<file path="src/rtl/lm80c_sio_lite.sv">
// lm80c_sio_lite
// Minimal Z80-bus serial port: one transmit holding register feeding an 8N1
// shifter, an 8N1 receiver with glitch rejection, and a 4-entry receive FIFO.
//
// Ports
//   sys_clock     system clock, all logic on its rising edge
//   RESET         synchronous, active-high reset
//   cs            chip select (I/O address decoded to the SIO range)
//   a0            register select: 0 = data, 1 = control/status
//   iorq_n        Z80 I/O request strobe, active-low
//   rd_n, wr_n    Z80 read / write strobes, active-low
//   din[7:0]      CPU write data
//   dout[7:0]     CPU read data, registered, held between reads
//   int_n         level interrupt request, active-low, registered
//   rxd           asynchronous serial input, idle high
//   txd           serial output, idle high
//
// Status byte: {0, FE, OVR, 0, 0, TXE, INTP, RXA}
// Control byte: bit0 RX int enable, bit1 TX int enable, bit7 clears OVR/FE
module lm80c_sio_lite #(
    parameter int DIVISOR = 16
) (
    input  logic       sys_clock,
    input  logic       RESET,
    input  logic       cs,
    input  logic       a0,
    input  logic       iorq_n,
    input  logic       rd_n,
    input  logic       wr_n,
    input  logic [7:0] din,
    output logic [7:0] dout,
    output logic       int_n,
    input  logic       rxd,
    output logic       txd
);

    localparam int CW = $clog2(DIVISOR);
    localparam logic [CW-1:0] BIT_END  = CW'(DIVISOR - 1);
    localparam logic [CW-1:0] HALF_END = CW'(DIVISOR / 2 - 1);

    localparam logic [1:0] TX_IDLE  = 2'd0;
    localparam logic [1:0] TX_START = 2'd1;
    localparam logic [1:0] TX_DATA  = 2'd2;
    localparam logic [1:0] TX_STOP  = 2'd3;

    localparam logic [1:0] RX_IDLE  = 2'd0;
    localparam logic [1:0] RX_START = 2'd1;
    localparam logic [1:0] RX_DATA  = 2'd2;
    localparam logic [1:0] RX_STOP  = 2'd3;

    // ------------------------------------------------------------------
    // Bus strobe edge detection: a bus cycle may last many clocks, but only
    // its first clock produces an access event.
    // ------------------------------------------------------------------
    logic rdAct, wrAct, rdEvt, wrEvt;
    logic rdPrev_q, wrPrev_q;

    assign rdAct = cs & ~iorq_n & ~rd_n;
    assign wrAct = cs & ~iorq_n & ~wr_n;
    assign rdEvt = rdAct & ~rdPrev_q;
    assign wrEvt = wrAct & ~wrPrev_q;

    always_ff @(posedge sys_clock) begin
        if (RESET) begin
            rdPrev_q <= 1'b0;
            wrPrev_q <= 1'b0;
        end else begin
            rdPrev_q <= rdAct;
            wrPrev_q <= wrAct;
        end
    end

    // ------------------------------------------------------------------
    // Receive synchroniser plus a delayed copy for start-edge detection.
    // ------------------------------------------------------------------
    logic rxS1_q, rxS2_q, rxPrev_q;

    always_ff @(posedge sys_clock) begin
        if (RESET) begin
            rxS1_q   <= 1'b1;
            rxS2_q   <= 1'b1;
            rxPrev_q <= 1'b1;
        end else begin
            rxS1_q   <= rxd;
            rxS2_q   <= rxS1_q;
            rxPrev_q <= rxS2_q;
        end
    end

    // ------------------------------------------------------------------
    // Receiver FSM. The start bit is re-checked at its midpoint so short
    // low glitches are ignored; every later sample is one bit time on.
    // ------------------------------------------------------------------
    logic [1:0]    rxState_q, rxState_d;
    logic [CW-1:0] rxCnt_q, rxCnt_d;
    logic [2:0]    rxBit_q, rxBit_d;
    logic [7:0]    rxShift_q, rxShift_d;
    logic          rxPush, rxFrameErr;

    always_comb begin
        rxState_d  = rxState_q;
        rxCnt_d    = rxCnt_q;
        rxBit_d    = rxBit_q;
        rxShift_d  = rxShift_q;
        rxPush     = 1'b0;
        rxFrameErr = 1'b0;
        case (rxState_q)
            RX_IDLE: begin
                if (rxPrev_q & ~rxS2_q) begin
                    rxState_d = RX_START;
                    rxCnt_d   = '0;
                end
            end
            RX_START: begin
                if (rxCnt_q == HALF_END) begin
                    rxCnt_d = '0;
                    rxBit_d = 3'd0;
                    rxState_d = rxS2_q ? RX_IDLE : RX_DATA;
                end else begin
                    rxCnt_d = rxCnt_q + 1'b1;
                end
            end
            RX_DATA: begin
                if (rxCnt_q == BIT_END) begin
                    rxCnt_d   = '0;
                    rxShift_d = {rxS2_q, rxShift_q[7:1]};
                    if (rxBit_q == 3'd7) begin
                        rxState_d = RX_STOP;
                    end else begin
                        rxBit_d = rxBit_q + 3'd1;
                    end
                end else begin
                    rxCnt_d = rxCnt_q + 1'b1;
                end
            end
            RX_STOP: begin
                if (rxCnt_q == BIT_END) begin
                    rxCnt_d    = '0;
                    rxState_d  = RX_IDLE;
                    rxPush     = rxS2_q;
                    rxFrameErr = ~rxS2_q;
                end else begin
                    rxCnt_d = rxCnt_q + 1'b1;
                end
            end
            default: rxState_d = RX_IDLE;
        endcase
    end

    always_ff @(posedge sys_clock) begin
        if (RESET) begin
            rxState_q <= RX_IDLE;
            rxCnt_q   <= '0;
            rxBit_q   <= 3'd0;
            rxShift_q <= 8'h00;
        end else begin
            rxState_q <= rxState_d;
            rxCnt_q   <= rxCnt_d;
            rxBit_q   <= rxBit_d;
            rxShift_q <= rxShift_d;
        end
    end

    // ------------------------------------------------------------------
    // Receive FIFO. A pop frees a slot in the same cycle, so a push that
    // meets a full FIFO still succeeds when a read happens at once.
    // ------------------------------------------------------------------
    logic [7:0] fifoMem_q [4];
    logic [1:0] wrPtr_q, rdPtr_q;
    logic [2:0] count_q;
    logic       fifoEmpty, fifoFull, dataRd, doPop, doPush, ovrSet;

    assign fifoEmpty = (count_q == 3'd0);
    assign fifoFull  = (count_q == 3'd4);
    assign dataRd    = rdEvt & ~a0;
    assign doPop     = dataRd & ~fifoEmpty;
    assign doPush    = rxPush & (~fifoFull | doPop);
    assign ovrSet    = rxPush & fifoFull & ~doPop;

    always_ff @(posedge sys_clock) begin
        if (!RESET && doPush) begin
            fifoMem_q[wrPtr_q] <= rxShift_q;
        end
    end

    always_ff @(posedge sys_clock) begin
        if (RESET) begin
            wrPtr_q <= 2'd0;
            rdPtr_q <= 2'd0;
            count_q <= 3'd0;
        end else begin
            if (doPush) wrPtr_q <= wrPtr_q + 2'd1;
            if (doPop)  rdPtr_q <= rdPtr_q + 2'd1;
            case ({doPush, doPop})
                2'b10:   count_q <= count_q + 3'd1;
                2'b01:   count_q <= count_q - 3'd1;
                default: count_q <= count_q;
            endcase
        end
    end

    // ------------------------------------------------------------------
    // Transmitter FSM. The holding register is moved into the shifter
    // from idle, or straight from the end of a stop bit so consecutive
    // bytes leave without an idle gap.
    // ------------------------------------------------------------------
    logic [1:0]    txState_q, txState_d;
    logic [CW-1:0] txCnt_q, txCnt_d;
    logic [2:0]    txBit_q, txBit_d;
    logic [7:0]    txShift_q, txShift_d;
    logic [7:0]    hold_q, hold_d;
    logic          txe_q, txe_d;
    logic          txd_q, txd_d;

    always_comb begin
        txState_d = txState_q;
        txCnt_d   = txCnt_q;
        txBit_d   = txBit_q;
        txShift_d = txShift_q;
        hold_d    = hold_q;
        txe_d     = txe_q;
        txd_d     = txd_q;
        if (wrEvt & ~a0 & txe_q) begin
            hold_d = din;
            txe_d  = 1'b0;
        end
        case (txState_q)
            TX_IDLE: begin
                txd_d = 1'b1;
                if (~txe_q) begin
                    txShift_d = hold_q;
                    txe_d     = 1'b1;
                    txState_d = TX_START;
                    txCnt_d   = '0;
                    txd_d     = 1'b0;
                end
            end
            TX_START: begin
                if (txCnt_q == BIT_END) begin
                    txCnt_d   = '0;
                    txBit_d   = 3'd0;
                    txState_d = TX_DATA;
                    txd_d     = txShift_q[0];
                end else begin
                    txCnt_d = txCnt_q + 1'b1;
                end
            end
            TX_DATA: begin
                if (txCnt_q == BIT_END) begin
                    txCnt_d = '0;
                    if (txBit_q == 3'd7) begin
                        txState_d = TX_STOP;
                        txd_d     = 1'b1;
                    end else begin
                        txBit_d   = txBit_q + 3'd1;
                        txShift_d = {1'b0, txShift_q[7:1]};
                        txd_d     = txShift_q[1];
                    end
                end else begin
                    txCnt_d = txCnt_q + 1'b1;
                end
            end
            TX_STOP: begin
                if (txCnt_q == BIT_END) begin
                    txCnt_d = '0;
                    if (~txe_q) begin
                        txShift_d = hold_q;
                        txe_d     = 1'b1;
                        txState_d = TX_START;
                        txd_d     = 1'b0;
                    end else begin
                        txState_d = TX_IDLE;
                    end
                end else begin
                    txCnt_d = txCnt_q + 1'b1;
                end
            end
            default: txState_d = TX_IDLE;
        endcase
    end

    always_ff @(posedge sys_clock) begin
        if (RESET) begin
            txState_q <= TX_IDLE;
            txCnt_q   <= '0;
            txBit_q   <= 3'd0;
            txShift_q <= 8'h00;
            hold_q    <= 8'h00;
            txe_q     <= 1'b1;
            txd_q     <= 1'b1;
        end else begin
            txState_q <= txState_d;
            txCnt_q   <= txCnt_d;
            txBit_q   <= txBit_d;
            txShift_q <= txShift_d;
            hold_q    <= hold_d;
            txe_q     <= txe_d;
            txd_q     <= txd_d;
        end
    end

    // ------------------------------------------------------------------
    // Control, sticky error flags, read data and interrupt. Error flags
    // set in the same cycle as a clearing write stay set.
    // ------------------------------------------------------------------
    logic       rxie_q, txie_q, ovr_q, fe_q, intN_q;
    logic [7:0] dout_q;
    logic       intCause;
    logic [7:0] statusByte;

    assign intCause   = (rxie_q & ~fifoEmpty) | (txie_q & txe_q);
    assign statusByte = {1'b0, fe_q, ovr_q, 2'b00, txe_q, intCause, ~fifoEmpty};

    always_ff @(posedge sys_clock) begin
        if (RESET) begin
            rxie_q <= 1'b0;
            txie_q <= 1'b0;
            ovr_q  <= 1'b0;
            fe_q   <= 1'b0;
            dout_q <= 8'h00;
            intN_q <= 1'b1;
        end else begin
            if (wrEvt & a0) begin
                rxie_q <= din[0];
                txie_q <= din[1];
                if (din[7]) begin
                    ovr_q <= 1'b0;
                    fe_q  <= 1'b0;
                end
            end
            if (ovrSet)     ovr_q <= 1'b1;
            if (rxFrameErr) fe_q  <= 1'b1;
            if (rdEvt) begin
                if (a0)             dout_q <= statusByte;
                else if (fifoEmpty) dout_q <= 8'h00;
                else                dout_q <= fifoMem_q[rdPtr_q];
            end
            intN_q <= ~intCause;
        end
    end

    assign dout  = dout_q;
    assign int_n = intN_q;
    assign txd   = txd_q;

endmodule

</file>
<file path="config.mk">
export PLATFORM = sky130hd
export DESIGN_NAME = lm80c_sio_lite
export DESIGN_NICKNAME = d
export VERILOG_FILES = /design/src/rtl/lm80c_sio_lite.sv
export SDC_FILE = /design/constraint.sdc
export NUM_CORES = 1
export LEC_CHECK = 0
export BUFFER_PORTS_ARGS = -buffer_cell sky130_fd_sc_hd__buf_2
export CELL_PAD_IN_SITES_DETAIL_PLACEMENT = 0
export CELL_PAD_IN_SITES_GLOBAL_PLACEMENT = 1
export CORE_AREA = 2 2 133 135
export CTS_BUF_LIST = sky130_fd_sc_hd__clkbuf_16
export DETAILED_ROUTE_END_ITERATION = 10
export DIE_AREA = 0 0 135 137
export HOLD_SLACK_MARGIN = 0.12
export PLACE_DENSITY = 0.5
export SYNTH_ARGS = -nofsm -noshare
export SYNTH_HDL_FRONTEND = slang
export SYNTH_SLANG_ARGS = --single-unit
</file>
<file path="constraint.sdc">
create_clock -name sys_clock -period 2.9 [get_ports sys_clock]
set_input_delay 0 -clock sys_clock [delete_from_list [all_inputs] [get_ports sys_clock]]
set_output_delay 0 -clock sys_clock [all_outputs]
set_load 0.02 [all_outputs]
</file>
* Yosys cells after proc, flatten, opt, wreduce, memory -nomap -nowiden
Memories as Yosys holds them, arrays and structs flattened. A register that Yosys moved wholly into a read port is not among the register bits.
Index checks and enable logic that the tools add are counted.
** Operators by class
- Add/subtract/negate cells :: 8
- Equality and inequality tests :: 27
- Mux-type cells :: 60
- Bitwise logic cells :: 29
- Reductions and logical operators :: 24
** Operator list (count)
- $mux 8 :: 6
- $mux 2 :: 13
- $ne 2x2->1 const B :: 13
- $pmux 8 s3 :: 1
- $mux 1 :: 20
- $mux 4 :: 5
- $mux 3 :: 6
- $pmux 3 s2 :: 3
- $and 1x1->1 :: 16
- $pmux 2 s4 :: 2
- $reduce_and 4->1 :: 4
- $reduce_bool 2->1 :: 7
- $pmux 4 s3 :: 1
- $not 1->1 :: 11
- $eq 2x2->1 const B :: 5
- $reduce_and 5->1 :: 2
- $add 3x1->3 const B :: 3
- $eq 3x3->1 const B :: 3
- $add 4x1->4 const B :: 2
- $eq 4x4->1 const B :: 2
- $pmux 4 s2 :: 1
- $eq 2x1->1 const B :: 3
- $reduce_and 2->1 :: 3
- $add 2x1->2 const B :: 2
- 12 further kinds :: 14
** Storage, ports and cells
- Bits in registers :: 69
- Bits in writable memories :: 32
- Bits of input ports :: 16
- Output and inout port bits :: 10
- Word-level logic and storage cells :: 174
- Memories :: 1
** Memories
- fifoMem_q :: words 4, width 8, rd ports 1, clocked after Yosys merged registers in 1, write ports 1, line 168 : logic [7:0] fifoMem_q [4];

* Logic depth before layout (Yosys ltp)
- Word-level depth :: 11
- Mapped depth :: 10
- Depth with buffers taken out :: 8

* Worst setup path before layout
No wires, ideal clock.
- Kind :: register to register
- Start point :: register rdPrev_q
- End point :: register count_q[2]
- Library setup time :: 0.070 ns
- Data arrival time :: 2.503 ns
- Data required time :: 2.830 ns
- Setup slack :: 0.326 ns
- Stages on the path, launching flop included :: 9
- Buffers on the path :: 1
- Clock period less this slack :: 2.574 ns
- Cells stage by stage :: dfxtp_1 > or4b_4 > buf_6 > nor3_4 > nand2_1 > fa_1 > or4b_1 > a21o_1 > a21oi_1
** Between the ends
- Cells in the longest elaborated chain, start to end :: 8
- Elaborated cells on any way between the ends :: 10
- Classes of those cells :: 2 x eq/ne; 1 x mux; 6 x bitwise; 1 x reduce/logical
** RTL lines
- start, declared :: line 56 : logic rdPrev_q, wrPrev_q;
- start signal, assigned :: line 68 : rdPrev_q <= rdAct;
- $not 1->1 (*) :: line 60 : assign rdEvt = rdAct & ~rdPrev_q;
- $and 1x1->1 (*) :: line 60
- $and 1x1->1 (*) :: line 175 : assign dataRd = rdEvt & ~a0;
- $and 1x1->1 (*) :: line 176 : assign doPop = dataRd & ~fifoEmpty;
- $or 1x1->1 :: line 177 : assign doPush = rxPush & (~fifoFull | doPop);
- $and 1x1->1 :: line 177
- $eq 2x1->1 / $eq 2x2->1 (equally long branches) :: line 194 : case ({doPush, doPop})
- $pmux 3 s2 / $reduce_bool 2->1 (equally long branches)
- end signal, assigned :: line 195 : 2'b10: count_q <= count_q + 3'd1;
- end signal, assigned :: line 196 : 2'b01: count_q <= count_q - 3'd1;
- end signal, assigned :: line 197 : default: count_q <= count_q;
- end, declared :: line 170 : logic [2:0] count_q;
Every way passes the cells marked *; elsewhere a longest branch is shown, timed or not.
A chain may end at the register's enable or synchronous reset.

* Worst setup path after layout
- Start point :: input rd_n
- End point :: register count_q[2]
** Between the ends
- Cells in the longest elaborated chain, start to end :: 9
- Elaborated cells on any way between the ends :: 11
- Classes of those cells :: 2 x eq/ne; 1 x mux; 7 x bitwise; 1 x reduce/logical
** RTL lines
- start, declared :: line 28 : input logic rd_n,
- $not 1->1 (*) :: line 58 : assign rdAct = cs & ~iorq_n & ~rd_n;
- $and 1x1->1 (*) :: line 58
- $and 1x1->1 (*) :: line 60
- $and 1x1->1 (*) :: line 175
- $and 1x1->1 (*) :: line 176
- $or 1x1->1 :: line 177
- $and 1x1->1 :: line 177
- $eq 2x1->1 / $eq 2x2->1 (equally long branches) :: line 194
- $pmux 3 s2 / $reduce_bool 2->1 (equally long branches)
Marks and branches as above.

==> out/summary.txt <==
layout cells sized above 1 - 0.149
CTS root buffer - clkbuf_16
outcome - completed
Worst Reg-to-Reg Cells - 7
largest fanout on the critical path - 10
ys flop type - dfxtp_1
most common cell after layout, fill and taps aside - dfxtp_1
Unique masters post-synth - 53
Final Cycle Share - 0.857
maxcap violations - 0
DR WL/cell - 13.9 um
drt first pass iters - 4
VDD IR-drop max - 0.000276 V
total grt overflow - 0
Die Y - 137 um
GRT met3 Usage - 0.0244
Worst path top cell family by delay - simple AND/OR/NAND/NOR gates
die area - 18500 sq um
Core ar. - 17100 sq um
crit path cell chain - dlygate4sd3_1 -> buf_2 -> or4b_4 -> nor3_4 -> nand2_1 -> fa_1 -> or4b_1 -> a21o_1 -> a21oi_1
n_diodes - 0
mean area per synthesized cell - 10.7 sq um
most frequent cells in the layout - 71 x dfxtp_1, 50 x nor2_1, 32 x edfxtp_1
CTS buffer count - 9
Post-DRT Antenna Nets - 0
Post-Syn Nets - 437
met1 GRT Util - 0.141
clk sinks - 103
Hold Crit Class - in2reg
first-pass GRT wire length - 15.0 mm
HPWL Detailed - 6.40 mm
Final setup viols - 0
largest net degree at the start of global routing - 71
Period minus WS final - 2490 ps
total track usage - 0.106
Initial DRC Count - 220
setup TNS - 0 ps
DR vias/cell - 4.46
CP max stage cell - or4b_4
Port Buffers - 25
Slowest Stage Delay on Critical Path - 620 ps
RSZ-0062 raised after global routing - no
FP Rows - 48
Horiz. Die Dim - 135 um
cts repair resizes - 0
Synth Warn # - 0
number of H-tree levels - 3
CP Capture Type - register
Critical Path RT - 3180 ps
critical path type - in2reg
sequential share of the synthesized area - 0.547
hold_ws - 148 ps
post-layout util - 0.301
f_max - 0.402 GHz
met2 usage - 0.164
Post-Route WL - 9.29 mm
relative slew slack - 0.482
Post-route DRC - 0
synthesized area - 4360 sq um
final hold vios - 0
via count - 2976
Nets - 469
Buf/Inv on CP - 2
CTS max path bufs - 2
gpl congestion - 0.747
Setup Skew - 11.7 ps
antenna violations before repair - 0
Critical Path AT - 2760 ps
clock latency on the worst-skew pair - 360 ps
number of synthesized register bits - 103
area delta synth->final - 17.8%
number of global-route vias before repair - 2842
Post-synth EDFFs - 32
clock slew seen by the registers of the worst setup and hold paths - 70 ps
filler instances - 1797
Most Crowded Layer GR - met2
startpoint class of the critical path - input pin
hold path cells - 3
Async S/R FF share, synth - 0
# IOs - 26
Worst Tran Pin Value - 777 ps
max-slew violations - 0
CTS tree - yes
Crit path depth - 9
starting density of the core - 0.256
PD cells - 620 nW/um^2
Mapped Cells - 406
Pleak - 1.85 nW
[final timing paths]
check | startpoint | endpoint | slack, ps
setup reg to reg | rdPrev_q | count_q[2] | 450
hold / removal | a0 | dout[0] | 150
setup / recovery | rd_n | count_q[2] | 410
hold reg to reg | rxS1_q | rxS2_q | 420
[logic make-up (layout without fill, tap and decap cells)]
kind of cell	count (synthesis)	after routing	synth area share
AND/OR/NAND/NOR	132	132	0.151
flip-flops	103	103	0.547
AO/OA/AOI/OAI	86	86	0.126
buffers and inverters	37	74	0.0342
multiplexers	28	28	0.0873
adder cells (fa/ha/maj)	15	15	0.0448
XOR/XNOR	5	5	0.0100
[power breakdown]
group	leakage [nW]	switching, W	total [W]	internal (W)
combinational	0.842	0.000238	0.000411	0.000173
sequential	0.871	0.0000647	0.00161	0.00155
clock	0.137	0.000569	0.00116	0.000592
total	1.85	0.000872	0.00318	0.00231
[synth_stat cells (2+ instances only)]
master,instances,share of area
a211o_1,2,0.0040
a211oi_1,10,0.017
a21oi_1,29,0.033
a221oi_1,5,0.010
a22o_1,2,0.0040
a22oi_1,4,0.0069
a31oi_1,2,0.0029
and2_1,4,0.0057
buf_2,2,0.0023
clkbuf_1,21,0.018
dfxtp_1,71,0.33
edfxtp_1,32,0.22
ha_1,14,0.040
inv_1,12,0.010
mux2i_1,20,0.046
mux4_2,8,0.041
nand2_1,26,0.022
nand2b_1,5,0.0072
nand3_1,8,0.0092
nand4_1,4,0.0057
nand4b_1,2,0.0040
nor2_1,50,0.043
nor2b_1,3,0.0043
nor3_1,10,0.011
nor3b_1,3,0.0052
o211ai_1,2,0.0034
o21a_1,4,0.0069
o21ai_0,16,0.018
o32ai_1,2,0.0040
or2_2,4,0.0057
or3_1,2,0.0029
or4b_2,3,0.0069
xnor2_1,4,0.0080
[final cells by class]
class	count	area (sq um)	share of cell area
flip-flops and latches	103	2380	0.464
multi-input cells	266	1830	0.356
repair buffers	46	315	0.0614
well taps	225	282	0.0548
clock buffers	9	225	0.0439
clock inverters	7	58.8	0.0115
inverters	12	45.0	0.00877
[stage by stage]
step                setup WS [ps]  std cells  instance area, sq um  total power [W]
floorplan                     326        406                  4360          0.00194
global placement              440        639                  4720          0.00204
detailed placement            412        639                  4720          0.00204
CTS                           401        668                  5130          0.00323
global route                  266        668                  5130          0.00334
finish                        414        668                  5130          0.00318
[layer usage]
metal | vias up | wire [um]
li1 | 1527 | -
met1 | 1400 | 4620
met2 | 38 | 4200
met3 | 11 | 299
met4 | 0 | 170
met5 | - | 0
[state kept, by name (all words and copies together), names as in the netlist, 2 cells and up, named ones only]
register	cells
fifoMem_q	32
dout	8
hold_q	8
rxShift_q	8
txShift_q	8
rxCnt_q	4
txCnt_q	4
count_q	3
rxBit_q	3
txBit_q	3
rdPtr_q	2
txState_q	2
wrPtr_q	2
[worst register-to-register path: stages (launching register included)]
cell and delay, ps:
dfxtp_1 310, or4b_4 590, nor3_4 210, nand2_1 80
fa_1 370, or4b_1 550, a21o_1 170, a21oi_1 100
[what timing repair did]
action / CTS / global route
buffers inserted: 0 / 0
hold endpoints to repair: 20 / 0
hold buffers: 13 / 0
No activity file was read; power rests on OpenSTA's default activity.
